<file path="src/rtl/lcd_pkg.sv">
// Shared definitions for the LCD text writer: FSM encodings, HD44780
// command bytes and default timing values.
package lcd_pkg;

  typedef enum logic [3:0] {
    ST_PWRUP,
    ST_INIT3A,
    ST_INIT3B,
    ST_INIT3C,
    ST_INIT2,
    ST_CFG,
    ST_IDLE,
    ST_LADDR,
    ST_FETCH,
    ST_WCHAR,
    ST_DONE
  } state_t;

  typedef enum logic [2:0] {
    TX_IDLE,
    TX_SETUP,
    TX_EHIGH,
    TX_GAP,
    TX_WAIT
  } tx_state_t;

  // Command bytes
  localparam logic [7:0] FUNC_SET_4B  = 8'h28;
  localparam logic [7:0] DISP_ON      = 8'h0C;
  localparam logic [7:0] ENTRY_INC    = 8'h06;
  localparam logic [7:0] CLEAR        = 8'h01;
  localparam logic [7:0] SET_DDRAM    = 8'h80;
  // Init nibbles travel in the high half of the byte
  localparam logic [7:0] INIT_8BIT    = 8'h30;
  localparam logic [7:0] INIT_4BIT    = 8'h20;

  // Default timing in clock cycles at 50 MHz
  localparam int DEF_T_PWRUP = 750000;
  localparam int DEF_T_EH    = 12;
  localparam int DEF_T_NGAP  = 50;
  localparam int DEF_T_CMD   = 2000;
  localparam int DEF_T_CLR   = 82000;

  // DDRAM base per line, line 3..0 packed
  localparam logic [31:0] DEF_LINE_BASE = {8'h50, 8'h10, 8'h40, 8'h00};

  function automatic int max_of(input int a, input int b);
    return (a > b) ? a : b;
  endfunction

  // Configuration byte sequence sent after the 4-bit switch
  function automatic logic [7:0] cfg_cmd(input logic [1:0] idx);
    case (idx)
      2'd0:    return FUNC_SET_4B;
      2'd1:    return DISP_ON;
      2'd2:    return ENTRY_INC;
      default: return CLEAR;
    endcase
  endfunction

endpackage

</file>
<file path="src/rtl/lcd_nibble_tx.sv">
// Sends one byte (or one high nibble) to the LCD over the 4-bit bus:
// setup cycle, E pulse, inter-nibble gap, then a post-byte wait during
// which oReady stays low.
module lcd_nibble_tx
  import lcd_pkg::*;
#(
  parameter int T_EH   = DEF_T_EH,
  parameter int T_NGAP = DEF_T_NGAP,
  parameter int CNT_W  = 20
) (
  input  logic             iClk,
  input  logic             iRst,
  input  logic             iStart,
  input  logic [7:0]       ivByte,
  input  logic             iRs,
  input  logic             iSingleNibble,
  input  logic [CNT_W-1:0] ivPostWait,
  output logic             oReady,
  output logic [3:0]       ovLcdData,
  output logic             oLcdRs,
  output logic             oLcdE
);

  tx_state_t        state_q, state_d;
  logic [CNT_W-1:0] cnt_q, cnt_d;
  logic [CNT_W-1:0] wait_q, wait_d;
  logic [3:0]       data_q, data_d;
  logic [3:0]       low_q, low_d;
  logic             rs_q, rs_d;
  logic             second_q, second_d;
  logic             e_q, e_d;

  // Next-state: walks setup -> E high -> gap (twice for a full byte) -> wait
  always_comb begin
    state_d  = state_q;
    cnt_d    = cnt_q;
    wait_d   = wait_q;
    data_d   = data_q;
    low_d    = low_q;
    rs_d     = rs_q;
    second_d = second_q;
    case (state_q)
      TX_IDLE: begin
        if (iStart) begin
          data_d   = ivByte[7:4];
          low_d    = ivByte[3:0];
          rs_d     = iRs;
          second_d = ~iSingleNibble;
          wait_d   = ivPostWait;
          cnt_d    = '0;
          state_d  = TX_SETUP;
        end
      end
      TX_SETUP: begin
        cnt_d   = '0;
        state_d = TX_EHIGH;
      end
      TX_EHIGH: begin
        if (cnt_q == CNT_W'(T_EH - 1)) begin
          cnt_d   = '0;
          state_d = TX_GAP;
        end else begin
          cnt_d = cnt_q + 1'b1;
        end
      end
      TX_GAP: begin
        if (cnt_q == CNT_W'(T_NGAP - 1)) begin
          cnt_d = '0;
          if (second_q) begin
            // Low nibble goes out after its own setup cycle
            data_d   = low_q;
            second_d = 1'b0;
            state_d  = TX_SETUP;
          end else begin
            state_d = TX_WAIT;
          end
        end else begin
          cnt_d = cnt_q + 1'b1;
        end
      end
      TX_WAIT: begin
        if ((wait_q == '0) || (cnt_q == wait_q - 1'b1)) begin
          cnt_d   = '0;
          state_d = TX_IDLE;
        end else begin
          cnt_d = cnt_q + 1'b1;
        end
      end
      default: state_d = TX_IDLE;
    endcase
    e_d = (state_d == TX_EHIGH);
  end

  // State and bus registers; E is registered so it cannot glitch
  always_ff @(posedge iClk) begin
    if (iRst) begin
      state_q  <= TX_IDLE;
      cnt_q    <= '0;
      wait_q   <= '0;
      data_q   <= '0;
      low_q    <= '0;
      rs_q     <= 1'b0;
      second_q <= 1'b0;
      e_q      <= 1'b0;
    end else begin
      state_q  <= state_d;
      cnt_q    <= cnt_d;
      wait_q   <= wait_d;
      data_q   <= data_d;
      low_q    <= low_d;
      rs_q     <= rs_d;
      second_q <= second_d;
      e_q      <= e_d;
    end
  end

  assign oReady    = (state_q == TX_IDLE);
  assign ovLcdData = data_q;
  assign oLcdRs    = rs_q;
  assign oLcdE     = e_q;

endmodule

</file>
<file path="src/rtl/lcd_text_writer.sv">
// Initialises a 16x4 HD44780 LCD in 4-bit mode, then on request copies the
// 64-byte text memory to the display, one line-address command per line.
module lcd_text_writer
  import lcd_pkg::*;
#(
  parameter int          T_PWRUP   = DEF_T_PWRUP,
  parameter int          T_EH      = DEF_T_EH,
  parameter int          T_NGAP    = DEF_T_NGAP,
  parameter int          T_CMD     = DEF_T_CMD,
  parameter int          T_CLR     = DEF_T_CLR,
  parameter logic [31:0] LINE_BASE = DEF_LINE_BASE
) (
  input  logic       iClk,
  input  logic       iRst,
  input  logic       iStart,
  output logic [5:0] ovAddress,
  input  logic [7:0] ivData,
  output logic       oBusy,
  output logic       oDone,
  output logic [3:0] ovLcdData,
  output logic       oLcdRs,
  output logic       oLcdRw,
  output logic       oLcdE
);

  localparam int CNT_MAX = max_of(max_of(T_PWRUP, T_CLR),
                                  max_of(T_CMD, max_of(T_EH, T_NGAP)));
  localparam int CNT_W   = $clog2(CNT_MAX + 1);

  state_t           state_q, state_d;
  logic [CNT_W-1:0] cnt_q, cnt_d;
  logic [1:0]       line_q, line_d;
  logic [3:0]       col_q, col_d;
  logic [7:0]       char_q, char_d;
  logic [1:0]       cfg_q, cfg_d;
  logic             issued_q, issued_d;

  logic             is_send, send_done;
  logic             tx_start, tx_ready, tx_rs, tx_single;
  logic [7:0]       tx_byte;
  logic [CNT_W-1:0] tx_wait;

  lcd_nibble_tx #(
    .T_EH   (T_EH),
    .T_NGAP (T_NGAP),
    .CNT_W  (CNT_W)
  ) u_tx (
    .iClk          (iClk),
    .iRst          (iRst),
    .iStart        (tx_start),
    .ivByte        (tx_byte),
    .iRs           (tx_rs),
    .iSingleNibble (tx_single),
    .ivPostWait    (tx_wait),
    .oReady        (tx_ready),
    .ovLcdData     (ovLcdData),
    .oLcdRs        (oLcdRs),
    .oLcdE         (oLcdE)
  );

  // Sequencer: picks the transfer for the current state, issues it once,
  // and advances when the transmitter reports the post-wait has expired
  always_comb begin
    state_d   = state_q;
    cnt_d     = cnt_q;
    line_d    = line_q;
    col_d     = col_q;
    char_d    = char_q;
    cfg_d     = cfg_q;
    issued_d  = issued_q;
    is_send   = 1'b0;
    tx_byte   = '0;
    tx_rs     = 1'b0;
    tx_single = 1'b0;
    tx_wait   = CNT_W'(T_CMD);

    case (state_q)
      ST_INIT3A, ST_INIT3B, ST_INIT3C: begin
        is_send   = 1'b1;
        tx_byte   = INIT_8BIT;
        tx_single = 1'b1;
      end
      ST_INIT2: begin
        is_send   = 1'b1;
        tx_byte   = INIT_4BIT;
        tx_single = 1'b1;
      end
      ST_CFG: begin
        is_send = 1'b1;
        tx_byte = cfg_cmd(cfg_q);
        if (cfg_q == 2'd3) tx_wait = CNT_W'(T_CLR);
      end
      ST_LADDR: begin
        is_send = 1'b1;
        tx_byte = SET_DDRAM | LINE_BASE[{line_q, 3'b000} +: 8];
      end
      ST_WCHAR: begin
        is_send = 1'b1;
        tx_byte = char_q;
        tx_rs   = 1'b1;
      end
      default: ;
    endcase

    // A transfer is requested once; tx_ready returning afterwards means done
    tx_start  = is_send && !issued_q && tx_ready;
    send_done = is_send && issued_q && tx_ready;
    if (tx_start)  issued_d = 1'b1;
    if (send_done) issued_d = 1'b0;

    case (state_q)
      ST_PWRUP: begin
        if (cnt_q == CNT_W'(T_PWRUP - 1)) begin
          cnt_d   = '0;
          state_d = ST_INIT3A;
        end else begin
          cnt_d = cnt_q + 1'b1;
        end
      end
      ST_INIT3A: if (send_done) state_d = ST_INIT3B;
      ST_INIT3B: if (send_done) state_d = ST_INIT3C;
      ST_INIT3C: if (send_done) state_d = ST_INIT2;
      ST_INIT2:  if (send_done) state_d = ST_CFG;
      ST_CFG: begin
        if (send_done) begin
          if (cfg_q == 2'd3) begin
            cfg_d   = '0;
            state_d = ST_IDLE;
          end else begin
            cfg_d = cfg_q + 1'b1;
          end
        end
      end
      ST_IDLE: begin
        if (iStart) begin
          line_d  = '0;
          col_d   = '0;
          state_d = ST_LADDR;
        end
      end
      ST_LADDR: begin
        if (send_done) begin
          cnt_d   = '0;
          state_d = ST_FETCH;
        end
      end
      ST_FETCH: begin
        // Address is already stable; data is captured on the second cycle
        if (cnt_q == CNT_W'(1)) begin
          cnt_d   = '0;
          char_d  = ivData;
          state_d = ST_WCHAR;
        end else begin
          cnt_d = cnt_q + 1'b1;
        end
      end
      ST_WCHAR: begin
        if (send_done) begin
          if (col_q == 4'd15) begin
            if (line_q == 2'd3) begin
              state_d = ST_DONE;
            end else begin
              line_d  = line_q + 1'b1;
              col_d   = '0;
              state_d = ST_LADDR;
            end
          end else begin
            col_d   = col_q + 1'b1;
            cnt_d   = '0;
            state_d = ST_FETCH;
          end
        end
      end
      ST_DONE:  state_d = ST_IDLE;
      default:  state_d = ST_PWRUP;
    endcase
  end

  // Sequencer registers; reset restarts the power-up wait
  always_ff @(posedge iClk) begin
    if (iRst) begin
      state_q  <= ST_PWRUP;
      cnt_q    <= '0;
      line_q   <= '0;
      col_q    <= '0;
      char_q   <= '0;
      cfg_q    <= '0;
      issued_q <= 1'b0;
    end else begin
      state_q  <= state_d;
      cnt_q    <= cnt_d;
      line_q   <= line_d;
      col_q    <= col_d;
      char_q   <= char_d;
      cfg_q    <= cfg_d;
      issued_q <= issued_d;
    end
  end

  assign ovAddress = {line_q, col_q};
  assign oBusy     = (state_q != ST_IDLE);
  assign oDone     = (state_q == ST_DONE);
  assign oLcdRw    = 1'b0;

endmodule

</file>
<file path="config.mk">
export PLATFORM = sky130hd
export DESIGN_NAME = lcd_text_writer
export DESIGN_NICKNAME = d
export VERILOG_FILES = /design/src/rtl/lcd_pkg.sv /design/src/rtl/lcd_nibble_tx.sv /design/src/rtl/lcd_text_writer.sv
export SDC_FILE = /design/constraint.sdc
export NUM_CORES = 1
export LEC_CHECK = 0
export ABC_AREA = 1
export CAP_MARGIN = 20
export CORE_ASPECT_RATIO = 0.7
export CORE_MARGIN = 2
export CORE_UTILIZATION = 47
export DETAILED_ROUTE_END_ITERATION = 10
export PLACE_DENSITY = 0.74
export SLEW_MARGIN = 20
export SYNTH_ARGS = -nofsm -noshare
export SYNTH_HDL_FRONTEND = slang
export SYNTH_HIERARCHICAL = 1
export SYNTH_SLANG_ARGS = --single-unit
</file>
<file path="constraint.sdc">
create_clock -name iClk -period 2.1 [get_ports iClk]
set_clock_uncertainty 0.05 [all_clocks]
set_input_delay 0.42 -clock iClk [delete_from_list [all_inputs] [get_ports iClk]]
set_output_delay 0.42 -clock iClk [all_outputs]
set_load 0.02 [all_outputs]
</file>
==> results_dict.tcl <==
set metrics [dict create \
    drive_above_1_share 0.176 \
    power.total_uw 10700 \
    area_growth_pct 20.2 \
    max_cap_violations 0 \
    grt_use_met3 0.0451 \
    finalHoldViolations 0 \
    wire_per_inst_um 12.7 \
    multi_input_area_sq_um 3900 \
    io-pin-count 26 \
    final_common_cell "nand2_1" \
    path_class "flop to flop" \
    slew_viol_final 0 \
    ys_async_sr_fraction 0 \
    layout_setup_ws_ns -0.0283 \
    finalCoreUtilization 0.578 \
    dieWidth_um 143 \
    wl_mm 15.8 \
    design_area_sq_um 7590 \
    dp_hpwl_mm 11.6 \
    pwr_density_cell_nw_per_um2 1410 \
    drt_iter0_drc 538 \
    rsz0062_at_grt "yes" \
    grtUsageMet1 0.345 \
    fmax_mhz 470 \
    globalplace.congestion 0.949 \
    synth-seq-cells 95 \
    vias_per_cell 5.03 \
    antenna_found_initial 0 \
    drt.antenna.violating_nets 0 \
    cp.required_ns 2.27 \
    fin_setup_tns_ns -0.390 \
    vias 6233 \
    track_usage 0.224 \
    synth_edf_count 0 \
    leakage_uw 0.00332 \
    coreArea_sq_um 13100 \
    clk_path_buf_depth 2 \
    dp.cells 1215 \
    cts_buffers 9 \
    period_minus_slack_ns 2.13 \
    placed_area_sq_um 7100 \
    setup_viol_count_final 20 \
    insertion_delay_ns 0.34 \
    ff_latch_area_sq_um 1910 \
    ys_seq_area_frac 0.301 \
    synth-main-ff-cell "dfxtp_1" \
    grt_busiest_layer "met1" \
    port_buffers 24 \
    cts_root_buf "clkbuf_16" \
    grt_max_degree 26 \
    violations "negative setup slack" \
    rows 35 \
    hold_class "input pin to flop" \
    grt_pass1_vias 5438 \
    crit_fanout 13 \
    h-tree-depth 3 \
    crit_path_end_kind "flop" \
    layout_common_cells "252 x nand2_1, 121 x inv_1, 116 x nor2_1" \
    holdBufCountCts 0 \
    start_util 0.481 \
    syn_area_sq_um 6310 \
    outcome "finished with violations" \
    finalCritPeriodShare 1.01 \
    antenna_cells 0 \
    drt_drc_violations_left 0 \
    die_h_um 101 \
    critPathLaunchType "flop" \
    critPathArrivalTime_ns 2.30 \
    cts.clk_slew.worst_paths_ns 0.07 \
    cts_tree "yes" \
    grt.met2_usage 0.320 \
    fin_cells 1240 \
    ys.warnings.count 6 \
    ir_drop_mv 0.829 \
    grt_first_pass_wirelength_mm 26.2 \
    die-area_sq_um 14400 \
    clock-sinks 95 \
    dr.pass1.iters 5 \
    nFillCells 1206 \
    syn_inst 987 \
    final_nets 1093 \
    grt-ovfl-total 0 \
    ys_types 45 \
    syn_area_per_cell_sq_um 6.40 \
]
==> layer usage <==
| layer | part of all wire | vias up | wire [um] |
|---|---|---|---|
| li1 | - | 3286 | - |
| met1 | 0.54 | 2771 | 8540 |
| met2 | 0.40 | 164 | 6290 |
| met3 | 0.054 | 12 | 853 |
| met4 | 0.0073 | 0 | 115 |
| met5 | 0 | - | 0 |
==> area by class of cell <==
class                           count  area share
Clock buffer                       10      0.0302
Tap cell                          166      0.0274
Timing Repair Buffer               86       0.100
Clock inverter                      6     0.00923
Multi-Input combinational cell    742       0.514
Sequential cell                    95       0.251
Inverter                          135      0.0679
==> logic make-up after synthesis <==
family          after synthesis  share of synthesized area
compound gates              143                      0.135
xor+xnor                     26                     0.0361
fa+ha+maj                    13                     0.0258
buf+inv                     163                      0.104
flops                        95                      0.301
other cells                   2                    0.00119
simple gates                545                      0.397
==> synthesized netlist by cell type, types with 14 or more instances <==
library cell  count  area, sq um
xor2_1           19          166
o21ai_1          14         70.1
a21oi_2          20          175
inv_1           123          462
nand4_1          18          113
a21oi_1          50          250
nor3_1           19         95.1
nand2_2          30          188
nor2_1          124          465
dfxtp_1          95         1900
nand3_1          56          280
nand2_1         256          961
clkbuf_1         19         71.3
o21ai_0          35          175
==> timing repair <==
action | 4_1_cts | 5_1_grt
buffers inserted | 0 | 9
pin swaps | 0 | 12
resized for setup | 6 | 32
setup endpoints to repair | 22 | 51
==> worst paths after layout <==
path | startpoint | end | slack, ns | depth (start not counted)
worst max register to register | u_tx/wait_q[4] | u_tx/cnt_q[13] | -0.03 | 16
worst max-delay path | u_tx/wait_q[4] | u_tx/cnt_q[13] | -0.03 | 16
worst min-delay path | iRst | line_q[1] | 0.39 | 2
worst min register to register | char_q[0] | char_q[0] | 0.41 | 2
==> sequential cells by signal, indices dropped and copies added (netlist names), 2 cells and up <==
register and cells:
cnt_q 20, u_tx/cnt_q 20, u_tx/wait_q 20, char_q 8, col_q 4, state_q 4
u_tx/low_q 4, u_tx/ovLcdData 4, u_tx/state_q 3, cfg_q 2, line_q 2
==> metrics by stage <==
stage / worst slack, ns / hold WS, ns
final: -0.0283 / 0.388
after detailed placement: -0.0409 / 0.400
after global placement: 0.0173 / 0.400
after CTS: 0.0154 / 0.366
after global routing: -0.202 / 0.368
after floorplan: 0.159 / 0.384
==> power breakdown <==
| group | switching (uW) | total, uW | internal (uW) | leakage (uW) |
|---|---|---|---|---|
| clock network | 745 | 1680 | 933 | 0.000147 |
| registers | 317 | 2440 | 2130 | 0.000771 |
| logic | 3990 | 6580 | 2590 | 0.00240 |
| total | 5050 | 10700 | 5650 | 0.00332 |
==> worst max-delay path, cell delays in order (launching register included) <==
cell	delay, ns
dfxtp_1	0.35
nor2_2	0.17
nand2_2	0.12
nor2_8	0.14
clkbuf_4	0.19
nand3_1	0.09
nand2_1	0.09
nand2_1	0.06
nand2_1	0.07
nand3_1	0.08
nor2_2	0.10
nand3_2	0.07
nand2_2	0.10
nand2_4	0.07
buf_12	0.16
nand2_2	0.06
a21oi_2	0.04
No activity file was read; power rests on OpenSTA's default activity.
